<file path="config.mk">
export PLATFORM = sky130hd
export DESIGN_NAME = pc_gen_ras
export DESIGN_NICKNAME = d
export VERILOG_FILES = /design/src/rtl/pc_gen_ras.sv
export SDC_FILE = /design/constraint.sdc
export NUM_CORES = 1
export LEC_CHECK = 0
export CAP_MARGIN = 15
export CORE_AREA = 2 2 131 133
export CTS_BUF_LIST = sky130_fd_sc_hd__clkbuf_16
export DETAILED_ROUTE_END_ITERATION = 6
export DIE_AREA = 0 0 133 135
export GPL_TIMING_DRIVEN = 0
export HOLD_SLACK_MARGIN = 0.1
export PLACE_DENSITY = 0.8
export SLEW_MARGIN = 10
export SYNTH_ARGS = -nofsm -noshare
export SYNTH_HDL_FRONTEND = slang
export SYNTH_SLANG_ARGS = --single-unit
</file>
<file path="constraint.sdc">
create_clock -name clk -period 5.6 [get_ports clk]
set_input_delay 1.12 -clock clk [delete_from_list [all_inputs] [get_ports clk]]
set_output_delay 1.12 -clock clk [all_outputs]
set_load 0.05 [all_outputs]
</file>
<file path="src/rtl/pc_gen_ras.sv">
// ---------------------------------------------------------------------------
// pc_gen_ras -- MIPS fetch-stage program-counter generator with a circular
// return-address stack (RAS) and an optional halt detector.
//
// Optional feature macro: PC_HALT_EN
//   defined   : fetch freezes once nxt_pc>>2 == HALT_PC; pc_halted goes sticky.
//   undefined : pc_halted is tied 0, HALT_PC is ignored.
//
// Parameters
//   ADDR_W    : PC width (28..64)
//   RESET_PC  : cur_pc value on reset (low 2 bits zero)
//   RAS_DEPTH : RAS entries (power of two, 2..32)
//   HALT_PC   : word index that halts fetch (PC_HALT_EN only)
//
// Ports
//   clk, rst_n      : rising-edge clock, asynchronous active-low reset
//   stall           : hold PC and RAS, suppress every redirect
//   br_taken/target : resolved branch redirect (target low bits forced to 00)
//   jump, call, ret : J, JAL (push) and JR $ra (pop) redirects
//   jump_imm        : 26-bit jump/call immediate
//   clr_err         : clear sticky RAS flags
//   cur_pc          : registered PC
//   pc_plus_4       : cur_pc + 4 (wrapping)
//   nxt_pc          : combinational next PC
//   ras_top         : top RAS entry, 0 when empty
//   ras_count       : number of valid RAS entries
//   ras_overflow    : sticky, a push overwrote the oldest entry
//   ras_underflow   : sticky, a pop found the RAS empty
//   pc_halted       : sticky halt indication
// ---------------------------------------------------------------------------
module pc_gen_ras #(
  parameter int unsigned       ADDR_W    = 32,
  parameter logic [ADDR_W-1:0] RESET_PC  = '0,
  parameter int unsigned       RAS_DEPTH = 4,
  parameter logic [ADDR_W-1:0] HALT_PC   = ADDR_W'(5)
) (
  input  logic                         clk,
  input  logic                         rst_n,
  input  logic                         stall,
  input  logic                         br_taken,
  input  logic [ADDR_W-1:0]            br_target,
  input  logic                         jump,
  input  logic                         call,
  input  logic                         ret,
  input  logic [25:0]                  jump_imm,
  input  logic                         clr_err,
  output logic [ADDR_W-1:0]            cur_pc,
  output logic [ADDR_W-1:0]            pc_plus_4,
  output logic [ADDR_W-1:0]            nxt_pc,
  output logic [ADDR_W-1:0]            ras_top,
  output logic [$clog2(RAS_DEPTH):0]   ras_count,
  output logic                         ras_overflow,
  output logic                         ras_underflow,
  output logic                         pc_halted
);

  localparam int unsigned PTR_W = $clog2(RAS_DEPTH);
  localparam int unsigned CNT_W = PTR_W + 1;
  localparam logic [CNT_W-1:0] FULL_CNT = CNT_W'(RAS_DEPTH);

`ifdef PC_HALT_EN
  localparam bit HALT_EN = 1'b1;
`else
  localparam bit HALT_EN = 1'b0;
`endif

  // architectural state
  logic [ADDR_W-1:0] r_pc;
  logic [ADDR_W-1:0] r_ras [RAS_DEPTH];
  logic [PTR_W-1:0]  r_ptr;
  logic [CNT_W-1:0]  r_cnt;
  logic              r_ovf;
  logic              r_unf;
  logic              r_halted;

  // combinational helpers
  logic [ADDR_W-1:0] w_ppc;
  logic [ADDR_W-1:0] w_jaddr;
  logic [ADDR_W-1:0] w_br;
  logic [ADDR_W-1:0] w_top_entry;
  logic [ADDR_W-1:0] w_nxt;
  logic              w_empty;
  logic              w_full;
  logic              w_frozen;
  logic              w_run;
  logic              w_halt_hit;

  // RAS next-state controls
  logic              w_we;
  logic [PTR_W-1:0]  w_waddr;
  logic [PTR_W-1:0]  w_ptr_n;
  logic [CNT_W-1:0]  w_cnt_n;
  logic              w_ovf_evt;
  logic              w_unf_evt;

  assign w_ppc       = r_pc + ADDR_W'(4);
  assign w_br        = br_target & ~ADDR_W'(3);
  assign w_empty     = (r_cnt == '0);
  assign w_full      = (r_cnt == FULL_CNT);
  assign w_top_entry = r_ras[r_ptr];
  assign w_frozen    = HALT_EN && r_halted;
  assign w_run       = !stall && !w_frozen;

  // Region bits above the 28-bit jump window exist only when ADDR_W > 28.
  generate
    if (ADDR_W > 28) begin : g_jaddr_wide
      assign w_jaddr = {w_ppc[ADDR_W-1:28], jump_imm, 2'b00};
    end else begin : g_jaddr_narrow
      assign w_jaddr = {jump_imm, 2'b00};
    end
  endgenerate

  // next-PC priority: stall/halt > ret > call|jump > branch > sequential
  always_comb begin
    w_nxt = w_ppc;
    if (!w_run) begin
      w_nxt = r_pc;
    end else if (ret) begin
      w_nxt = w_empty ? w_ppc : w_top_entry;
    end else if (call || jump) begin
      w_nxt = w_jaddr;
    end else if (br_taken) begin
      w_nxt = w_br;
    end
  end

  // RAS control. The pointer always addresses the current top; a push writes
  // one slot above it. A call+ret on an empty stack degenerates into a push.
  always_comb begin
    w_we      = 1'b0;
    w_waddr   = r_ptr;
    w_ptr_n   = r_ptr;
    w_cnt_n   = r_cnt;
    w_ovf_evt = 1'b0;
    w_unf_evt = 1'b0;
    if (w_run) begin
      if (call && (!ret || w_empty)) begin
        w_we    = 1'b1;
        w_waddr = r_ptr + PTR_W'(1);
        w_ptr_n = r_ptr + PTR_W'(1);
        if (w_full) begin
          // pointer wrap overwrites the oldest entry
          w_ovf_evt = 1'b1;
        end else begin
          w_cnt_n = r_cnt + CNT_W'(1);
        end
        if (ret) begin
          w_unf_evt = 1'b1;
        end
      end else if (call && ret) begin
        // replace top in place: return consumes it, call refills it
        w_we    = 1'b1;
        w_waddr = r_ptr;
      end else if (ret) begin
        if (w_empty) begin
          w_unf_evt = 1'b1;
        end else begin
          w_ptr_n = r_ptr - PTR_W'(1);
          w_cnt_n = r_cnt - CNT_W'(1);
        end
      end
    end
  end

  assign w_halt_hit = HALT_EN && w_run && ((w_nxt >> 2) == HALT_PC);

  always_ff @(posedge clk or negedge rst_n) begin
    if (!rst_n) begin
      r_pc     <= RESET_PC;
      r_ptr    <= '0;
      r_cnt    <= '0;
      r_ovf    <= 1'b0;
      r_unf    <= 1'b0;
      r_halted <= 1'b0;
    end else begin
      r_pc  <= w_nxt;
      r_ptr <= w_ptr_n;
      r_cnt <= w_cnt_n;
      if (!w_frozen) begin
        // a same-cycle event beats clr_err
        r_ovf <= w_ovf_evt | (r_ovf & ~clr_err);
        r_unf <= w_unf_evt | (r_unf & ~clr_err);
      end
      if (w_halt_hit) begin
        r_halted <= 1'b1;
      end
    end
  end

  // entry storage carries no reset; contents are qualified by r_cnt
  always_ff @(posedge clk) begin
    if (w_we) begin
      r_ras[w_waddr] <= w_ppc;
    end
  end

  assign cur_pc        = r_pc;
  assign pc_plus_4     = w_ppc;
  assign nxt_pc        = w_nxt;
  assign ras_top       = w_empty ? '0 : w_top_entry;
  assign ras_count     = r_cnt;
  assign ras_overflow  = r_ovf;
  assign ras_underflow = r_unf;
  assign pc_halted     = HALT_EN ? r_halted : 1'b0;

endmodule

</file>
==> results of run 1 <==
-- report_power, final --
part | switching [uW] | internal [uW]
clock network | 476 | 740
logic | 2660 | 1350
registers | 226 | 1700
-- critical path: stages --
cell and delay, ps:
clkbuf_1 580, nor4_2 180, o21ai_0 810, clkbuf_1 490
nor3_1 100, a211o_1 320, clkdlybuf4s50_1 720
-- synthesized netlist by cell type (3+ instances only) --
cell      number  area share [%]
o211ai_1       4            0.37
a31oi_1        5            0.39
or2_2          3            0.23
buf_4          5            0.46
nand4_1        8            0.62
clkbuf_1      23             1.1
and2_1        35             2.7
buf_1          3            0.14
dfrtp_1       39              12
nand3_1       37             2.3
inv_1          6            0.28
xnor2_1       25             2.7
clkbuf_8       3            0.51
a221o_1       14             1.7
a21oi_1       20             1.2
a211o_1        3            0.32
and3_1         3            0.23
nand2_1       46             2.1
a41o_1         3            0.37
nor2_1        32             1.5
o21a_1         3            0.28
nor3_1        12            0.74
and4_1         3            0.32
a311oi_1      10             1.1
buf_2          9            0.56
o22ai_1        3            0.23
a21o_1         5            0.46
buf_6          3            0.42
ha_1           3            0.46
mux4_2        31             8.6
a221oi_1       4            0.43
nor4_1         3            0.23
edfxtp_1     128              47
a311o_1        3            0.37
o311ai_0       5            0.54
o211a_1        4            0.49
o21ai_0       23             1.4
xor2_1         7            0.76
-- cells by family after synthesis --
family          Yosys count  share of synthesized area, %
buf+inv                  53                         3.476
simple gates            198                         12.95
fa+ha+maj                 4                        0.7107
flops                   167                         59.51
compound gates          119                         10.83
other cells               1                       0.04630
xor+xnor                 32                         3.461
mux                      34                         9.022
-- final timing paths --
kind	start	end	slack (ps)	cells past startpoint
min reg2reg	ras_underflow	ras_underflow	550	2
max reg2reg	ras_count[0]	r_ras[2][10]	1950	7
min	ras_underflow	ras_underflow	550	2
max in group asynchronous	rst_n	cur_pc[9]	4340	2
min in group asynchronous	rst_n	cur_pc[29]	700	1
max	ret	nxt_pc[11]	130	7
-- registers in the layout, summed over array words and instances, names as in the netlist --
register       cells
ras_underflow      1
ras_overflow       1
r_ras            128
r_ptr              2
ras_count          3
cur_pc            32
-- repair_timing --
action,in CTS,in global routing
setup endpoints to repair,5,15
setup buffers,0,0
resized for setup,5,7
-- metal layers --
layer / up-vias / global-route usage (%)
met2: 499 / 48.45
li1: 2811 / -
met5: - / 0
met1: 3296 / 39.04
met3: 56 / 8.521
met4: 0 / 12.07
-- metrics by stage --
stage / hold WS [ps] / setup slack, ps
global placement: 525.2 / -1710
floorplan: 760.5 / 376.0
detailed placement: 528.9 / -242.2
global route: 571.4 / 6.194
CTS: 543.6 / 6.905
finish: 547.3 / 129.6
-- layout make-up --
type	instances	area, um^2
Fill cell	1150	5313
Sequential cell	167	4820
Multi-Input combinational cell	388	3029
Timing Repair Buffer	205	2073
Clock buffer	17	425.4
Tap cell	220	275.3
Buffer	46	257.7
Clock inverter	15	187.7
Inverter	7	26.28
==> summary.md, run 1 <==
| Metric | Value |
|---|---|
| Status | completed |
| Hold buffers post-CTS | 0 |
| HP Class | flop to flop |
| Post-synth EDFFs | 128 |
| Crit path max fanout | 10 |
| Synth Flop Type | edfxtp_1 |
| Unique masters post-synth | 65 |
| H-Tree Depth | 4 |
| Crit share post-route | 97.68% |
| Worst IR Drop VDD | 0.5434 mV |
| Synth Warn # | 0 |
| Global Route Usage Sum | 30.15% |
| Layout area overhead | 36.98% |
| Final hold vios | 0 |
| Clock buffer depth | 2 |
| Max-cap violations | 0 |
| Net Count, Synth | 678 |
| Final Cell Area | 0.01109 mm^2 |
| Via count | 6662 |
| Post-DP HPWL | 19040 um |
| Initial antenna violation count | 0 |
| Clock sinks | 167 |
| ANT cells | 0 |
| Gate Count Post-Synth | 608 |
| CTS tree | yes |
| Area of the die | 0.01796 mm^2 |
| Final WL | 26320 um |
| Most frequent cells in the layout | 187 x clkdlybuf4s50_1, 128 x edfxtp_1, 46 x nand2_1 |
| Clk_skew | 12.23 ps |
| CTS root buf | clkbuf_16 |
| Drt wl/cell | 24.71 um |
| Largest net degree at the start of global routing | 23 |
| PwrDens | 645.5 mW/mm^2 |
| Drt first pass iters | 5 |
| Post-route insts no fill | 1065 |
| Share of layout cells above drive strength 1 | 13.37% |
| Slew Limit Fails | 0 |
| Gr ovfl total | 0 |
| Met1 Wirelength | 9925 um |
| Most common cell after layout, fill and taps aside | clkdlybuf4s50_1 |
| Clock Pin Slew Worst Setup and Hold Paths | 60 ps |
| Via count of the first global-routing pass | 6772 |
| Met3 wire length | 3036 um |
| CP Capture Type | output pin |
| Antenna Nets Post-Route | 0 |
| DR DRC count | 0 |
| Initial Util | 49.36% |
| CP required | 4480 ps |
| Post-synth ARST share | 23.35% |
| Num ports | 200 |
| Crit Path Class | primary input to output pin |
| Max Clock Freq | 0.1828 GHz |
| Via density | 6.255 |
| Placed cell areas | 0.01046 mm^2 |
| CTS buffer count | 17 |
| Setup violators final | 0 |
| Crit start category | primary input |
| Core area | 0.01641 mm^2 |
| Met2 routed WL | 12630 um |
| Mapped Avg Cell Area | 13.32 um^2 |
| PortBufs | 193 |
| Leakage | 0.003959 uW |
| Die Height | 135 um |
| Slew margin rel. | 34.88% |
| DR top layer | met4 |
| Pwr Total | 7162 uW |
| Min Tclk post-route | 5470 ps |
| Clk_lat worst skew | 440 ps |
| Nets@finish | 902 |
| Die W | 133 um |
| Post-layout util | 67.62% |
| Worst Tran Pin Value | 966.6 ps |
| Register area share after synthesis | 59.51% |
| Synthesized area | 0.008099 mm^2 |
| Num rows | 47 |
| Inst Count DP | 1033 |
| Yosys reg bits | 167 |
| WP data arrival | 4350 ps |
| DRC violation total after the first TritonRoute iteration | 691 |
| GPL Wtd Cong | 0.9141 |
| First-pass GRT wire length | 39960 um |
| Setup TNS | 0 ps |
| RSZ-0062 raised after global routing | no |
No activity file was read; power rests on OpenSTA's default activity.
==> run 2, diff against run 1 <==
- CORE_AREA: 2 2 131 133 -> 2 2 123 155
- DIE_AREA: 0 0 133 135 -> 0 0 125 157
- PLACE_DENSITY: 0.8 -> 0.76
- clock period: 5.6 -> 4.95 ns (I/O delays scaled with it)
==> run 2 against run 1 <==
Against the previous run: critical path depth up 2; cell area rose by 0.45%; setup slack worse by 86 ps; via count down 2.2%; die area up 9.3%.
==> summary.md, run 2 (synthesis results as in run 1) <==
| Metric | Value |
|---|---|
| CTS buffer count | 17 (unchanged) |
| Status | completed (unchanged) |
| Clock Pin Slew Worst Setup and Hold Paths | 60 ps (about the same) |
| PortBufs | 193 (unchanged) |
| Max incr delay on CP | 560 ps (was 810 ps) |
| Max-cap violations | 0 (unchanged) |
| Layout area overhead | 37.60% (was 36.98%) |
| Clk_lat worst skew | 430 ps (was 440 ps) |
| Num ports | 200 (unchanged) |
| Drt wl/cell | 24.44 um (was 24.71 um) |
| Max Clock Freq | 0.2038 GHz |
| DR DRC count | 0 (unchanged) |
| RSZ-0062 raised after global routing | no (unchanged) |
| Num rows | 55 (was 47) |
| Pwr Total | 8154 uW (was 7162 uW) |
| Share of layout cells above drive strength 1 | 15.03% (was 13.37%) |
| Hold_ws | 441.9 ps (was 547.3 ps) |
| Placed cell areas | 0.01048 mm^2 (was 0.01046 mm^2) |
| Buffers plus inverters on the worst setup path | 4 (was 3) |
| Worst IR Drop VDD | 0.5228 mV (was 0.5434 mV) |
| Global Route Usage Sum | 27.01% (was 30.15%) |
| H-Tree Depth | 4 (unchanged) |
| Post-DP HPWL | 19220 um (was 19040 um) |
| Crit start category | primary input (unchanged) |
| Nets@finish | 902 (unchanged) |
| CTS tree | yes (unchanged) |
| Setup TNS | 0 ps (unchanged) |
| Largest Register | r_ras (unchanged) |
| Final WL | 26230 um (was 26320 um) |
| Post CTS Setup Buffer Count | 0 (unchanged) |
| Gr ovfl total | 0 (unchanged) |
| Initial Util | 44.92% (was 49.36%) |
| Final Cell Area | 0.01114 mm^2 (was 0.01109 mm^2) |
| First-pass GRT wire length | 39560 um (was 39960 um) |
| Via count of the first global-routing pass | 6534 (was 6772) |
| ANT cells | 0 (unchanged) |
| Via density | 6.074 (was 6.255) |
| DRC violation total after the first TritonRoute iteration | 648 (was 691) |
| Crit path max fanout | 10 (unchanged) |
| Die Height | 157 um (was 135 um) |
| WP data arrival | 3920 ps (was 4350 ps) |
| Number of flip-flops under the largest register name | 128 (unchanged) |
| Crit Path Class | primary input to output pin (unchanged) |
| Crit-path most repeated cell | clkbuf_1 (unchanged) |
| Final hold vios | 0 (unchanged) |
| Most frequent cells in the layout | 165 x clkdlybuf4s50_1, 128 x edfxtp_1, 46 x nand2_1 (was 187 x clkdlybuf4s50_1, 128 x edfxtp_1, 46 x nand2_1) |
| CTS root buf | clkbuf_16 (unchanged) |
| Leakage | 0.004085 uW (was 0.003959 uW) |
| Drt first pass iters | 5 (unchanged) |
| Cell at the slowest stage of the critical path | clkdlybuf4s15_1 (was o21ai_0) |
| HP Class | primary input to async pin (was flop to flop) |
| Antenna Nets Post-Route | 0 (unchanged) |
| Clk_skew | 6.159 ps (was 12.23 ps) |
| GPL Wtd Cong | 0.8709 (was 0.9141) |
| Slew Limit Fails | 0 (unchanged) |
| Crit path max-delay family | buffers and inverters (unchanged) |
| CP Capture Type | output pin (unchanged) |
| Slew margin rel. | 42.50% (was 34.88%) |
| Hold buffers post-CTS | 0 (unchanged) |
| Largest net degree at the start of global routing | 31 (was 23) |
| Clock buffer depth | 2 (unchanged) |
| Core area | 0.01803 mm^2 (was 0.01641 mm^2) |
| PwrDens | 731.7 mW/mm^2 (was 645.5 mW/mm^2) |
| Worst Tran Pin Value | 858.7 ps (was 966.6 ps) |
| Worst path cell trace | clkdlybuf4s50_1 > clkbuf_1 > nor2_2 > clkbuf_1 > nand3_1 > a21oi_1 > a221oi_1 > o21ai_0 > clkdlybuf4s15_1 (was clkbuf_1 > nor4_2 > o21ai_0 > clkbuf_1 > nor3_1 > a211o_1 > clkdlybuf4s50_1) |
| CP required | 3960 ps (was 4480 ps) |
| Min Tclk post-route | 4907 ps |
| Via count | 6517 (was 6662) |
| Setup violators final | 0 (unchanged) |
| Crit share post-route | 99.13% |
| Clock sinks | 167 (unchanged) |
| Initial antenna violation count | 0 (unchanged) |
| Most common cell after layout, fill and taps aside | clkdlybuf4s50_1 (unchanged) |
| Area of the die | 0.01963 mm^2 (was 0.01796 mm^2) |
| Die W | 125 um (was 133 um) |
run 2: cell count changes in the layout (fill, tap and decap cells not counted), sizes merged, moves of 2 or more:
cell,previous run,this run
inv,10,8
clkdlybuf4s15,0,3
dlymetal6s2s,2,9
clkdlybuf4s50,187,165
dlygate4sd2,3,8
clkbuf,44,50
run 2: cell type report:
type                    instances  area [um^2]
well taps                     228        285.3
multi-input cells             388         3060
inverters                       7        26.28
clock inverters                15        211.5
plain buffers                  46        259.0
clock buffers                  17        425.4
repair buffers                205         2057
fillers                      1410         6885
flip-flops and latches        167         4820
run 2: timing repair:
action	CTS	global route
gates resized for setup	32	31
endpoints found under the setup margin	28	27
pin swaps	0	0
run 2: metal layers:
| layer | track usage (%) | vias to the layer above | share of wire (%) |
|---|---|---|---|
| li1 | - | 2804 | - |
| met1 | 33.30 | 3208 | 38 |
| met2 | 45.50 | 435 | 49 |
| met3 | 7.376 | 70 | 9.7 |
| met4 | 10.74 | 0 | 3.2 |
| met5 | 0 | - | 0 |
run 2: worst paths after layout:
path | slack (ps) | endpoint | start | cells after the start
min in group clk | 540 | ras_underflow | ras_underflow | 2
setup / recovery | 40 | nxt_pc[7] | call | 9
hold / removal | 440 | cur_pc[20] | rst_n | 1
setup reg to reg | 1440 | r_ras[3][15] | ras_count[0] | 7
hold reg to reg | 540 | ras_underflow | ras_underflow | 2
max in group asynchronous | 4010 | cur_pc[31] | rst_n | 2
run 2: power breakdown:
group          leakage [uW]  switching (uW)  internal, uW  total, uW
Combinational       0.00213            3040          1510       4550
Sequential          0.00165             250          1930       2180
Clock              0.000309             539           888       1430
Total               0.00409            3830          4320       8150
run 2: through the flow:
step           setup WS [ps]  std cells  util, %
2_1_floorplan         -14.02        608        -
3_3_place_gp           -2519       1029    57.22
3_5_place_dp          -758.8       1041    58.13
4_1_cts                11.61       1073    61.73
5_1_grt                3.891       1073    61.81
6_report               43.17       1073    61.81
